===== src/rtl/atm_keypad_entry.sv =====
// Keypad front-end for the ATM core: builds the binary account number and PIN from
// decimal key presses, runs the authentication handshake, and enforces lockout/timeout.
module atm_keypad_entry #(
  parameter int MAX_TRIES    = 3,
  parameter int LOCK_CYCLES  = 1000,
  parameter int IDLE_TIMEOUT = 500
) (
  input  logic        clk,
  input  logic        rst_n,
  input  logic        key_valid,
  input  logic [3:0]  key_code,
  input  logic        auth_done,
  input  logic        auth_ok,
  input  logic        logout,
  output logic [11:0] acc_number,
  output logic [3:0]  pin,
  output logic        req,
  output logic        logged_in,
  output logic        locked,
  output logic        error,
  output logic        exit
);

  localparam int LW = $clog2(LOCK_CYCLES + 1);
  localparam int IW = $clog2(IDLE_TIMEOUT + 1);
  localparam logic [LW-1:0] LOCK_LOAD   = LW'(LOCK_CYCLES);
  localparam logic [LW-1:0] LOCK_ONE    = LW'(1);
  localparam logic [IW-1:0] IDLE_LAST   = IW'(IDLE_TIMEOUT - 1);
  localparam logic [IW-1:0] IDLE_ONE    = IW'(1);
  localparam logic [1:0]    TRIES_LIMIT = 2'(MAX_TRIES);

  typedef enum logic [2:0] {
    S_ACC,
    S_PIN,
    S_REQ,
    S_SESSION,
    S_LOCKED
  } state_t;

  state_t          state;
  logic [13:0]     acc_acc;
  logic [2:0]      digit_cnt;
  logic            pin_valid;
  logic [1:0]      tries;
  logic [LW-1:0]   lock_cnt;
  logic [IW-1:0]   idle_cnt;

  logic        is_digit;
  logic        is_clear;
  logic        is_enter;
  logic        is_cancel;
  logic        idle_run;
  logic        idle_fire;
  logic [13:0] acc_next;
  logic [1:0]  tries_next;

  assign is_digit   = key_valid && (key_code <= 4'd9);
  assign is_clear   = key_valid && (key_code == 4'hA);
  assign is_enter   = key_valid && (key_code == 4'hB);
  assign is_cancel  = key_valid && (key_code == 4'hC);
  // The timer only runs while a partial entry exists; a key on the same edge wins.
  assign idle_run   = ((state == S_ACC) && (digit_cnt != 3'd0)) || (state == S_PIN);
  assign idle_fire  = idle_run && !key_valid && (idle_cnt == IDLE_LAST);
  assign acc_next   = acc_acc * 14'd10 + {10'd0, key_code};
  assign tries_next = tries + 2'd1;

  always_ff @(posedge clk or negedge rst_n) begin
    if (!rst_n) begin
      state      <= S_ACC;
      acc_acc    <= '0;
      digit_cnt  <= '0;
      pin_valid  <= 1'b0;
      tries      <= '0;
      lock_cnt   <= '0;
      idle_cnt   <= '0;
      acc_number <= '0;
      pin        <= '0;
      req        <= 1'b0;
      logged_in  <= 1'b0;
      locked     <= 1'b0;
      error      <= 1'b0;
      exit       <= 1'b0;
    end else begin
      error <= 1'b0;
      exit  <= 1'b0;
      case (state)
        S_ACC, S_PIN: begin
          if (is_cancel || idle_fire) begin
            acc_acc    <= '0;
            digit_cnt  <= '0;
            acc_number <= '0;
            pin        <= '0;
            pin_valid  <= 1'b0;
            idle_cnt   <= '0;
            error      <= idle_fire;
            state      <= S_ACC;
          end else if (key_valid) begin
            idle_cnt <= '0;
            if (state == S_ACC) begin
              if (is_digit && (digit_cnt != 3'd4)) begin
                acc_acc   <= acc_next;
                digit_cnt <= digit_cnt + 3'd1;
              end else if (is_clear) begin
                acc_acc   <= '0;
                digit_cnt <= '0;
              end else if (is_enter) begin
                if ((digit_cnt == 3'd4) && (acc_acc <= 14'd4095)) begin
                  acc_number <= acc_acc[11:0];
                  state      <= S_PIN;
                end else begin
                  error     <= 1'b1;
                  acc_acc   <= '0;
                  digit_cnt <= '0;
                end
              end
            end else begin
              if (is_digit && !pin_valid) begin
                pin       <= key_code;
                pin_valid <= 1'b1;
              end else if (is_clear) begin
                pin       <= '0;
                pin_valid <= 1'b0;
              end else if (is_enter) begin
                if (pin_valid) begin
                  req   <= 1'b1;
                  state <= S_REQ;
                end else begin
                  error <= 1'b1;
                end
              end
            end
          end else if (idle_run) begin
            idle_cnt <= idle_cnt + IDLE_ONE;
          end else begin
            idle_cnt <= '0;
          end
        end

        S_REQ: begin
          if (auth_done) begin
            req <= 1'b0;
            if (auth_ok) begin
              logged_in <= 1'b1;
              tries     <= '0;
              state     <= S_SESSION;
            end else begin
              tries      <= tries_next;
              acc_acc    <= '0;
              digit_cnt  <= '0;
              acc_number <= '0;
              pin        <= '0;
              pin_valid  <= 1'b0;
              if (tries_next == TRIES_LIMIT) begin
                locked   <= 1'b1;
                lock_cnt <= LOCK_LOAD;
                state    <= S_LOCKED;
              end else begin
                error <= 1'b1;
                state <= S_ACC;
              end
            end
          end
        end

        S_SESSION: begin
          // CANCEL and logout together still end the session with a single pulse.
          if (is_cancel || logout) begin
            exit       <= 1'b1;
            logged_in  <= 1'b0;
            acc_acc    <= '0;
            digit_cnt  <= '0;
            acc_number <= '0;
            pin        <= '0;
            pin_valid  <= 1'b0;
            state      <= S_ACC;
          end
        end

        S_LOCKED: begin
          if (lock_cnt <= LOCK_ONE) begin
            lock_cnt <= '0;
            locked   <= 1'b0;
            tries    <= '0;
            state    <= S_ACC;
          end else begin
            lock_cnt <= lock_cnt - LOCK_ONE;
          end
        end

        default: state <= S_ACC;
      endcase
    end
  end

endmodule


===== config.mk =====
export PLATFORM = sky130hd
export DESIGN_NAME = atm_keypad_entry
export DESIGN_NICKNAME = d
export VERILOG_FILES = /design/src/rtl/atm_keypad_entry.sv
export SDC_FILE = /design/constraint.sdc
export NUM_CORES = 1
export LEC_CHECK = 0
export ABC_AREA = 1
export CORE_MARGIN = 4
export CORE_UTILIZATION = 30
export CTS_BUF_LIST = sky130_fd_sc_hd__clkbuf_16
export CTS_CLUSTER_DIAMETER = 100
export DETAILED_ROUTE_END_ITERATION = 7
export GPL_TIMING_DRIVEN = 0
export PLACE_DENSITY = 0.46
export SYNTH_ARGS = -nofsm -noshare
export SYNTH_HDL_FRONTEND = slang
export SYNTH_SLANG_ARGS = --single-unit

===== constraint.sdc =====
create_clock -name clk -period 2.75 [get_ports clk]
set_input_delay 0.275 -clock clk [delete_from_list [all_inputs] [get_ports clk]]
set_output_delay 0.275 -clock clk [all_outputs]
set_load 0.02 [all_outputs]

==> results of run 1 <==
-- worst max-delay path, cell delays in order (launching register included) --
cell and delay [ps]:
dfrtp_1 430, ha_1 300, ha_1 240, fa_2 560, nand3_1 100, nor2_1 130
nand2_1 120, nor2_4 120, nand3_2 110, nand2_1 100, inv_1 40, o21ai_1 110
nand2_1 60
-- power by group through the flow --
stage          clock network, mW  logic (mW)  registers [mW]
6_report                    1.08      0.0663           0.935
5_1_grt                     1.17      0.0771           0.935
4_1_cts                     1.13      0.0691           0.935
3_5_place_dp                   0      0.0689           0.951
3_3_place_gp                   0      0.0687           0.951
2_1_floorplan                  0      0.0170           0.954
-- routing by layer --
layer	vias up	wire length, µm
li1	1975	-
met1	1688	5471
met2	63	4160
met3	12	371
met5	-	0
met4	0	137
-- cells by family (layout without fill, tap and decap cells) --
group | count (synthesis) | count (layout) | share of synthesized area [%]
flops | 63 | 63 | 37.15
mux | 1 | 1 | 0.2359
xor+xnor | 12 | 12 | 2.477
fa+ha+maj | 30 | 30 | 9.198
simple gates | 340 | 340 | 34.85
compound gates | 47 | 47 | 6.368
buf+inv | 101 | 148 | 9.728
-- final cells by class --
class | instances | area, µm² | share of cell area (%)
multi-input combinational | 430 | 2282 | 44.86
sequential | 63 | 1578 | 31.01
inverter | 93 | 349.1 | 6.862
timing repair buffer | 31 | 305.3 | 6.001
clock buffer | 9 | 225.2 | 4.427
tap | 180 | 225.2 | 4.427
buffer | 8 | 63.81 | 1.254
clock inverter | 7 | 58.81 | 1.156
-- registers in the layout, indices dropped and copies added (netlist names) --
signal and cells:
acc_acc 14, acc_number 12, lock_cnt 10, idle_cnt 9, pin 4, digit_cnt 3
state 3, tries 2, error 1, exit 1, locked 1, logged_in 1
pin_valid 1, req 1
-- metrics by stage --
stage	TNS (ps)	hold WS [ps]
final	0	40.09
after global routing	0	139.1
after CTS	0	84.43
after detailed placement	0	450.0
after global placement	-54440	457.0
after floorplan	0	-20.59
-- layout by cell type, fill, tap and decap left out, types with 4 or more instances in the layout --
| cell type | n |
|---|---|
| xor2_1 | 9 |
| nand4_1 | 9 |
| clkdlybuf4s50_1 | 29 |
| o21ai_0 | 18 |
| inv_1 | 94 |
| nor3_1 | 11 |
| buf_4 | 4 |
| nand3_1 | 55 |
| nand2_2 | 4 |
| a21oi_1 | 15 |
| or2_2 | 5 |
| dfrtp_1 | 62 |
| nand2_1 | 180 |
| ha_1 | 28 |
| clkbuf_16 | 9 |
| nor2_1 | 56 |
| nor2_2 | 5 |
-- what timing repair did --
action,in CTS,in global routing
endpoints found under the setup margin,0,4
setup buffers,0,1
resized for setup,0,10
-- worst paths after layout --
kind	startpoint	endpoint	cells after the start
max	acc_acc[3]	acc_acc[11]	12
min reg2reg	acc_number[7]	acc_number[7]	2
min in group clk	acc_number[7]	acc_number[7]	2
max in group asynchronous	rst_n	acc_acc[1]	1
max reg2reg	acc_acc[3]	acc_acc[11]	12
min	rst_n	acc_number[8]	1
==> impl_metrics.json, run 1 <==
{
  "slew_headroom_pct": 44.67,
  "die_area_mm2": 0.01611,
  "met1_usage_pct": 20.66,
  "grt.busiest_layer": "met1",
  "grt_antenna_before_repair": 0,
  "clk_pin_slew_ps": 50,
  "ys.flop_type": "dfrtp_1",
  "dp_cells": 804,
  "cts_tree": "done",
  "pwr-share-clk_pct": 52.0,
  "cts_buffers": 9,
  "wire_per_inst_um": 12.35,
  "timing.final.max_slew_violations": 0,
  "ys_seq_area_share_pct": 37.15,
  "syn_area_mm2": 0.004244,
  "power_density_mw_per_mm2": 409.9,
  "min_period_ps": 2543,
  "initial_core_util_pct": 30.58,
  "crit_path_start_kind": "flop",
  "p_sw_share_pct": 21.28,
  "cts_buffer_depth": 2,
  "cp_data_required_time_ps": 2960,
  "crit_fanout": 4,
  "cts_hold_buf": 0,
  "combPwrFrac_pct": 3.2,
  "nFillCells": 1464,
  "end_kind": "flop",
  "total_power_mw": 2.085,
  "use_met3_pct": 3.326,
  "ios": 31,
  "finalCritPeriodShare_pct": 92.48,
  "clockRootBuffer": "clkbuf_16",
  "layout_setup_ws_ps": 206.8,
  "async_reset_ff_share_pct": 100.0,
  "final_core_util_pct": 36.65,
  "syn_nets": 634,
  "n_antenna_cell": 0,
  "drtAntennaViolNets": 0,
  "synth_top_cell_by_area": "dfrtp_1",
  "peakVddDrop_mv": 0.2788,
  "gr-total-overflow": 0,
  "rsz0062_at_grt": "false",
  "first_pass_iters": 4,
  "port_buffers": 30,
  "reg2reg_slack_ps": 210,
  "synth.avg_cell_area_um2": 7.145,
  "p_leak_nw": 2.695,
  "hold_viol": 0,
  "drc": 0,
  "synth_seq_cells": 63,
  "num_vias": 3738,
  "setup_viol": 0,
  "htreeDepth": 3,
  "drive_above_1_share_pct": 8.112,
  "synth_edf_count": 0,
  "netSwitchingPower_mw": 0.4438,
  "synth_most_common_cell": "nand2_1",
  "area_delta_synth_final_pct": 19.87,
  "use_met2_pct": 19.02,
  "fin_skew_ps": 7.360,
  "grt_pass1_wl_um": 17880,
  "intPower_mw": 1.641,
  "yosys_warnings": 0,
  "cp_data_arrival_time_ps": 2760,
  "synth_top_area_share_pct": 37.15,
  "seqPwrFrac_pct": 44.8,
  "insertion_delay_ps": 330,
  "wl_um": 10140,
  "syn_inst": 594,
  "die_h_um": 126.9,
  "core_area_mm2": 0.01388,
  "hpwl_um": 7870,
  "initialDrtViolationCount": 208,
  "clock.fmax_mhz": 393.2,
  "num_rows": 43,
  "grt_use_total_pct": 13.61,
  "dp_slack_ps": 39.10,
  "grt_max_degree": 64,
  "stdcell_area_mm2": 0.005087,
  "ys_top_cells_by_area": "dfrtp_1, nand2_1, ha_1, inv_1, nand3_1",
  "ys_types": 39,
  "hold_path.class": "input pin to asynchronous set/reset pin",
  "grt_pass1_vias": 3600,
  "placed_cell_area_mm2": 0.004767,
  "cts_sinks": 63,
  "vias_per_cell": 4.553,
  "worst_pin_slew_ps": 830.0,
  "die_width_um": 126.9,
  "fin_nets": 676,
  "final_cells": 821,
  "crit_type": "flop to flop",
  "outcome": "completed",
  "netlist_top_cells_count": "nand2_1, inv_1, dfrtp_1, nor2_1, nand3_1",
  "max-cap-violations": 0,
  "gp_congestion": 0.8221
}
(Power assumes the default switching activity.)
==> run 2: changes to the inputs <==
Clock period 2.75 ns to 2.96 ns, I/O delays scaled along.
==> run 2 against run 1 <==
  * Flip-flop and latch count stayed put
  * Register-to-register slack improved by 90 ps
  * Combinational power is 7.1% lower
  * Largest power group unchanged
==> impl_metrics.json, run 2 (synthesis results as in run 1) <==
{
  "fin_skew_ps": 8.169,
  "port_buffers": 30,
  "cp_data_required_time_ps": 3220,
  "timing.final.max_slew_violations": 0,
  "core_area_mm2": 0.01388,
  "wl_um": 10070,
  "worst-r2r-cell-count": 14,
  "largest_reg_flops": 14,
  "cp_data_arrival_time_ps": 2920,
  "crit_fanout": 5,
  "hold_path.class": "input pin to asynchronous set/reset pin",
  "power_density_mw_per_mm2": 383.6,
  "min_period_ps": 2660,
  "crit_path_start_kind": "flop",
  "wire_per_inst_um": 12.28,
  "dp_cells": 804,
  "end_kind": "flop",
  "vias_per_cell": 4.512,
  "regMostFlops": "acc_acc",
  "area_delta_synth_final_pct": 19.13,
  "cts_sinks": 63,
  "max-cap-violations": 0,
  "die_width_um": 126.9,
  "insertion_delay_ps": 330,
  "grt_pass1_wl_um": 17880,
  "rsz0062_at_grt": "false",
  "gr-total-overflow": 0,
  "nFillCells": 1465,
  "initial_core_util_pct": 30.58,
  "clockRootBuffer": "clkbuf_16",
  "hold_viol": 0,
  "final_cells": 820,
  "n_antenna_cell": 0,
  "regArea_mm2": 0.001577,
  "first_pass_iters": 4,
  "setup-tns-final_ps": 0,
  "cts_buffers": 9,
  "ios": 31,
  "drive_above_1_share_pct": 7.187,
  "drtAntennaViolNets": 0,
  "finalCritPeriodShare_pct": 89.87,
  "clk_pin_slew_ps": 60,
  "grt_max_degree": 64,
  "cts_buffer_depth": 2,
  "die_area_mm2": 0.01611,
  "htreeDepth": 3,
  "multiInputGateArea_mm2": 0.002260,
  "top_regs": "acc_acc (14), acc_number (12), lock_cnt (10)",
  "placed_cell_area_mm2": 0.004767,
  "final_common_cell": "nand2_1",
  "cts_tree": "done",
  "setup_viol": 0,
  "hpwl_um": 7870,
  "initialDrtViolationCount": 176,
  "fin_nets": 675,
  "peakVddDrop_mv": 0.2596,
  "die_h_um": 126.9,
  "grt_antenna_before_repair": 0,
  "final_cell_mix": "nand2_1, inv_1, dfrtp_1, nor2_1, nand3_1",
  "outcome": "completed",
  "p_leak_nw": 2.692,
  "grt_use_total_pct": 13.61,
  "clock.fmax_mhz": 375.9,
  "cts_hold_buf": 0,
  "num_rows": 43,
  "num_vias": 3700,
  "stdcell_area_mm2": 0.005056,
  "crit_type": "flop to flop",
  "drc": 0,
  "gp_congestion": 0.8221,
  "grt_pass1_vias": 3600,
  "worst_pin_slew_ps": 828.1,
  "slew_headroom_pct": 44.79
}
==> run 2: timing repair <==
action	CTS	global route
setup endpoints to repair	0	3
resized for setup	0	2
setup buffers	0	0
==> run 2: final timing paths <==
kind	endpoint	slack, ps	start
worst max-delay path	acc_acc[10]	300	acc_acc[1]
worst min-delay path	acc_number[5]	60	rst_n
worst max register to register	acc_acc[10]	300	acc_acc[1]
worst min register to register	acc_number[7]	470	acc_number[7]
max in group asynchronous	pin_valid	2350	rst_n
min in group clk	acc_number[7]	470	acc_number[7]
==> run 2: critical path, stage by stage, from the launching register on <==
cell and delay, ps:
dfrtp_1 450, ha_1 320, ha_1 240, fa_1 550
nand2_1 80, nor2_1 90, nand2_1 50, nand2_1 60
inv_1 50, nor2_1 120, nand2_1 120, nor2_2 180
or2_2 130, nand3_1 60, nand2_1 90
==> run 2: area by class of cell <==
type	count	area share (%)
multi-input combinational	430	44.69
timing repair buffer	30	5.890
tap	180	4.454
clock buffer	9	4.454
buffer	8	1.262
sequential	63	31.18
inverter	93	6.904
clock inverter	7	1.163
==> run 2: per-layer routing <==
metal | share of wire, % | up-vias | track usage, %
met4 | 1.4 | 0 | 3.849
met3 | 4.0 | 11 | 3.326
met1 | 54 | 1651 | 20.66
met2 | 41 | 66 | 19.02
li1 | - | 1972 | -
met5 | 0 | - | 0
==> run 2: report_power, final <==
part           internal, mW  switching [mW]
clock network         0.638           0.371
logic                0.0209          0.0407
registers             0.866         0.00309
==> run 2: through the flow <==
stage / power, mW / hold WS [ps] / worst slack, ps / utilization [%]
finish: 1.940 / 57.93 / 299.8 / 36.43
CTS: 1.986 / 105.4 / 230.2 / 36.39
global route: 2.027 / 160.1 / 54.73 / 36.43
global placement: 0.9478 / 457.0 / -680.3 / 34.36
detailed placement: 0.9475 / 462.8 / 249.1 / 34.34
floorplan: 0.9022 / 0.4090 / 548.7 / -
==> run 3: changes to the inputs <==
Settings changed: CTS_CLUSTER_DIAMETER 100 to 30, GPL_TIMING_DRIVEN 0 to unset.
==> run 3 against run 2 <==
  * Non-clock buffer count fell by 5
  * Total power fell by 3.3%
  * Critical path depth did not move
  * Critical path type unchanged
  * Critical endpoint is now acc_acc[12]
==> impl_metrics.json, run 3 (synthesis results as in run 1) <==
{
  "cp_data_required_time_ps": 3170,
  "max-cap-violations": 0,
  "p_leak_nw": 2.633,
  "fin_skew_ps": 6.346,
  "wire_per_inst_um": 12.83,
  "end_kind": "flop",
  "drtAntennaViolNets": 0,
  "num_vias": 3759,
  "fin_nets": 670,
  "largest_reg_flops": 14,
  "cts_buffers": 9,
  "core_area_mm2": 0.01388,
  "ios": 31,
  "slew_headroom_pct": 39.24,
  "regMostFlops": "acc_acc",
  "num_rows": 43,
  "startpoint": "acc_acc[1]",
  "outcome": "completed",
  "cts_sinks": 63,
  "finalCritPeriodShare_pct": 90.80,
  "final_common_cell": "nand2_1",
  "initial_core_util_pct": 30.58,
  "power_density_mw_per_mm2": 375.7,
  "clockRootBuffer": "clkbuf_16",
  "r2r_start": "acc_acc[1]",
  "timing.final.max_slew_violations": 0,
  "hold_path.class": "input pin to asynchronous set/reset pin",
  "port_buffers": 30,
  "placed_cell_area_mm2": 0.004723,
  "area_delta_synth_final_pct": 17.66,
  "worst_pin_slew_ps": 906.5,
  "grt_max_degree": 64,
  "wl_um": 10460,
  "grt_use_total_pct": 13.67,
  "crit_path_start_kind": "flop",
  "initialDrtViolationCount": 247,
  "hpwl_um": 7910,
  "layout_setup_ws_ps": 272.3,
  "cts_buffer_depth": 2,
  "grt_pass1_vias": 3627,
  "die_h_um": 126.9,
  "clk_pin_slew_ps": 60,
  "crit_type": "flop to flop",
  "first_pass_iters": 5,
  "dp_slack_ps": 305.5,
  "htreeDepth": 3,
  "hold_viol": 0,
  "post-cts-setup-buffers": 0,
  "clock.fmax_mhz": 372.1,
  "stdcell_area_mm2": 0.004994,
  "peakVddDrop_mv": 0.2886,
  "min_period_ps": 2688,
  "crit_fanout": 5,
  "grt_antenna_before_repair": 0,
  "final_cell_mix": "nand2_1, inv_1, dfrtp_1, nor2_1, nand3_1",
  "rsz0062_at_grt": "false",
  "cp_data_arrival_time_ps": 2900,
  "gr-total-overflow": 0,
  "drive_above_1_share_pct": 6.614,
  "total_power_mw": 1.876,
  "vias_per_cell": 4.612,
  "top_regs": "acc_acc (14), acc_number (12), lock_cnt (10)",
  "insertion_delay_ps": 330,
  "n_antenna_cell": 0,
  "cts_tree": "done",
  "drc": 0,
  "die_area_mm2": 0.01611,
  "gp_congestion": 0.8116,
  "die_width_um": 126.9,
  "grt_pass1_wl_um": 17980,
  "setup_viol": 0,
  "setup-tns-final_ps": 0
}
## run 3: changes by cell type in the layout (fill, tap and decap cells not counted), sizes merged
cell and delta:
buf -5, inv -4, clkinvlp +3, clkinv +2, bufinv -1
## run 3: worst paths after layout
path / endpoint / slack, ps / depth (start not counted)
worst max-delay path: acc_acc[12] / 270 / 14
worst min-delay path: acc_number[6] / 150 / 2
worst max register to register: acc_acc[12] / 270 / 14
worst min register to register: acc_number[10] / 470 / 2
max in group asynchronous: acc_acc[0] / 2240 / 2
min in group clk: acc_number[10] / 470 / 2
## run 3: metal layers
metal,vias up,track usage [%],share of wire [%]
met3,12,3.158,4.4
met4,0,3.849,1.4
li1,1958,-,-
met5,-,0,0
met1,1700,20.03,52
met2,89,20.11,42
## run 3: layout make-up
class                           instances  area [µm²]
Clock buffer                            9       225.2
Clock inverter                          7       40.04
Fill cell                            1470        8887
Inverter                               93       349.1
Multi-Input combinational cell        430        2260
Sequential cell                        63        1577
Tap cell                              180       225.2
Timing Repair Buffer                   33       317.8
## run 3: per-stage QoR
| step | utilization [%] | std cells | hold WS, ps |
|---|---|---|---|
| after floorplan | - | 594 | 0.4090 |
| after global placement | 34.03 | 799 | 454.2 |
| after detailed placement | 34.03 | 799 | 460.4 |
| after CTS | 35.94 | 815 | 197.0 |
| after global routing | 35.97 | 815 | 247.3 |
| final | 35.97 | 815 | 153.0 |
## run 3: what timing repair did
item,4_1_cts,5_1_grt
hold buffers,0,0
endpoints found under the hold margin,0,0
resized for setup,0,1
setup endpoints to repair,0,1
## run 3: critical path, cell delays in order, from the launching register on
cell and delay [ps]:
dfrtp_1 430, ha_1 320, ha_1 240, fa_1 540
nand2_1 80, nor2_1 80, nand2_1 50, nand2_1 50
inv_1 40, nor2_1 120, nand2_1 100, nor2_1 230
nand4_1 130, nand3_1 110, nand2_1 50
## run 3: report_power, final
group	switching (mW)	internal, mW	leakage (nW)
clock network	0.387	0.557	0.122
registers	0.00330	0.865	0.821
logic	0.0423	0.0214	1.69
total	0.433	1.44	2.63
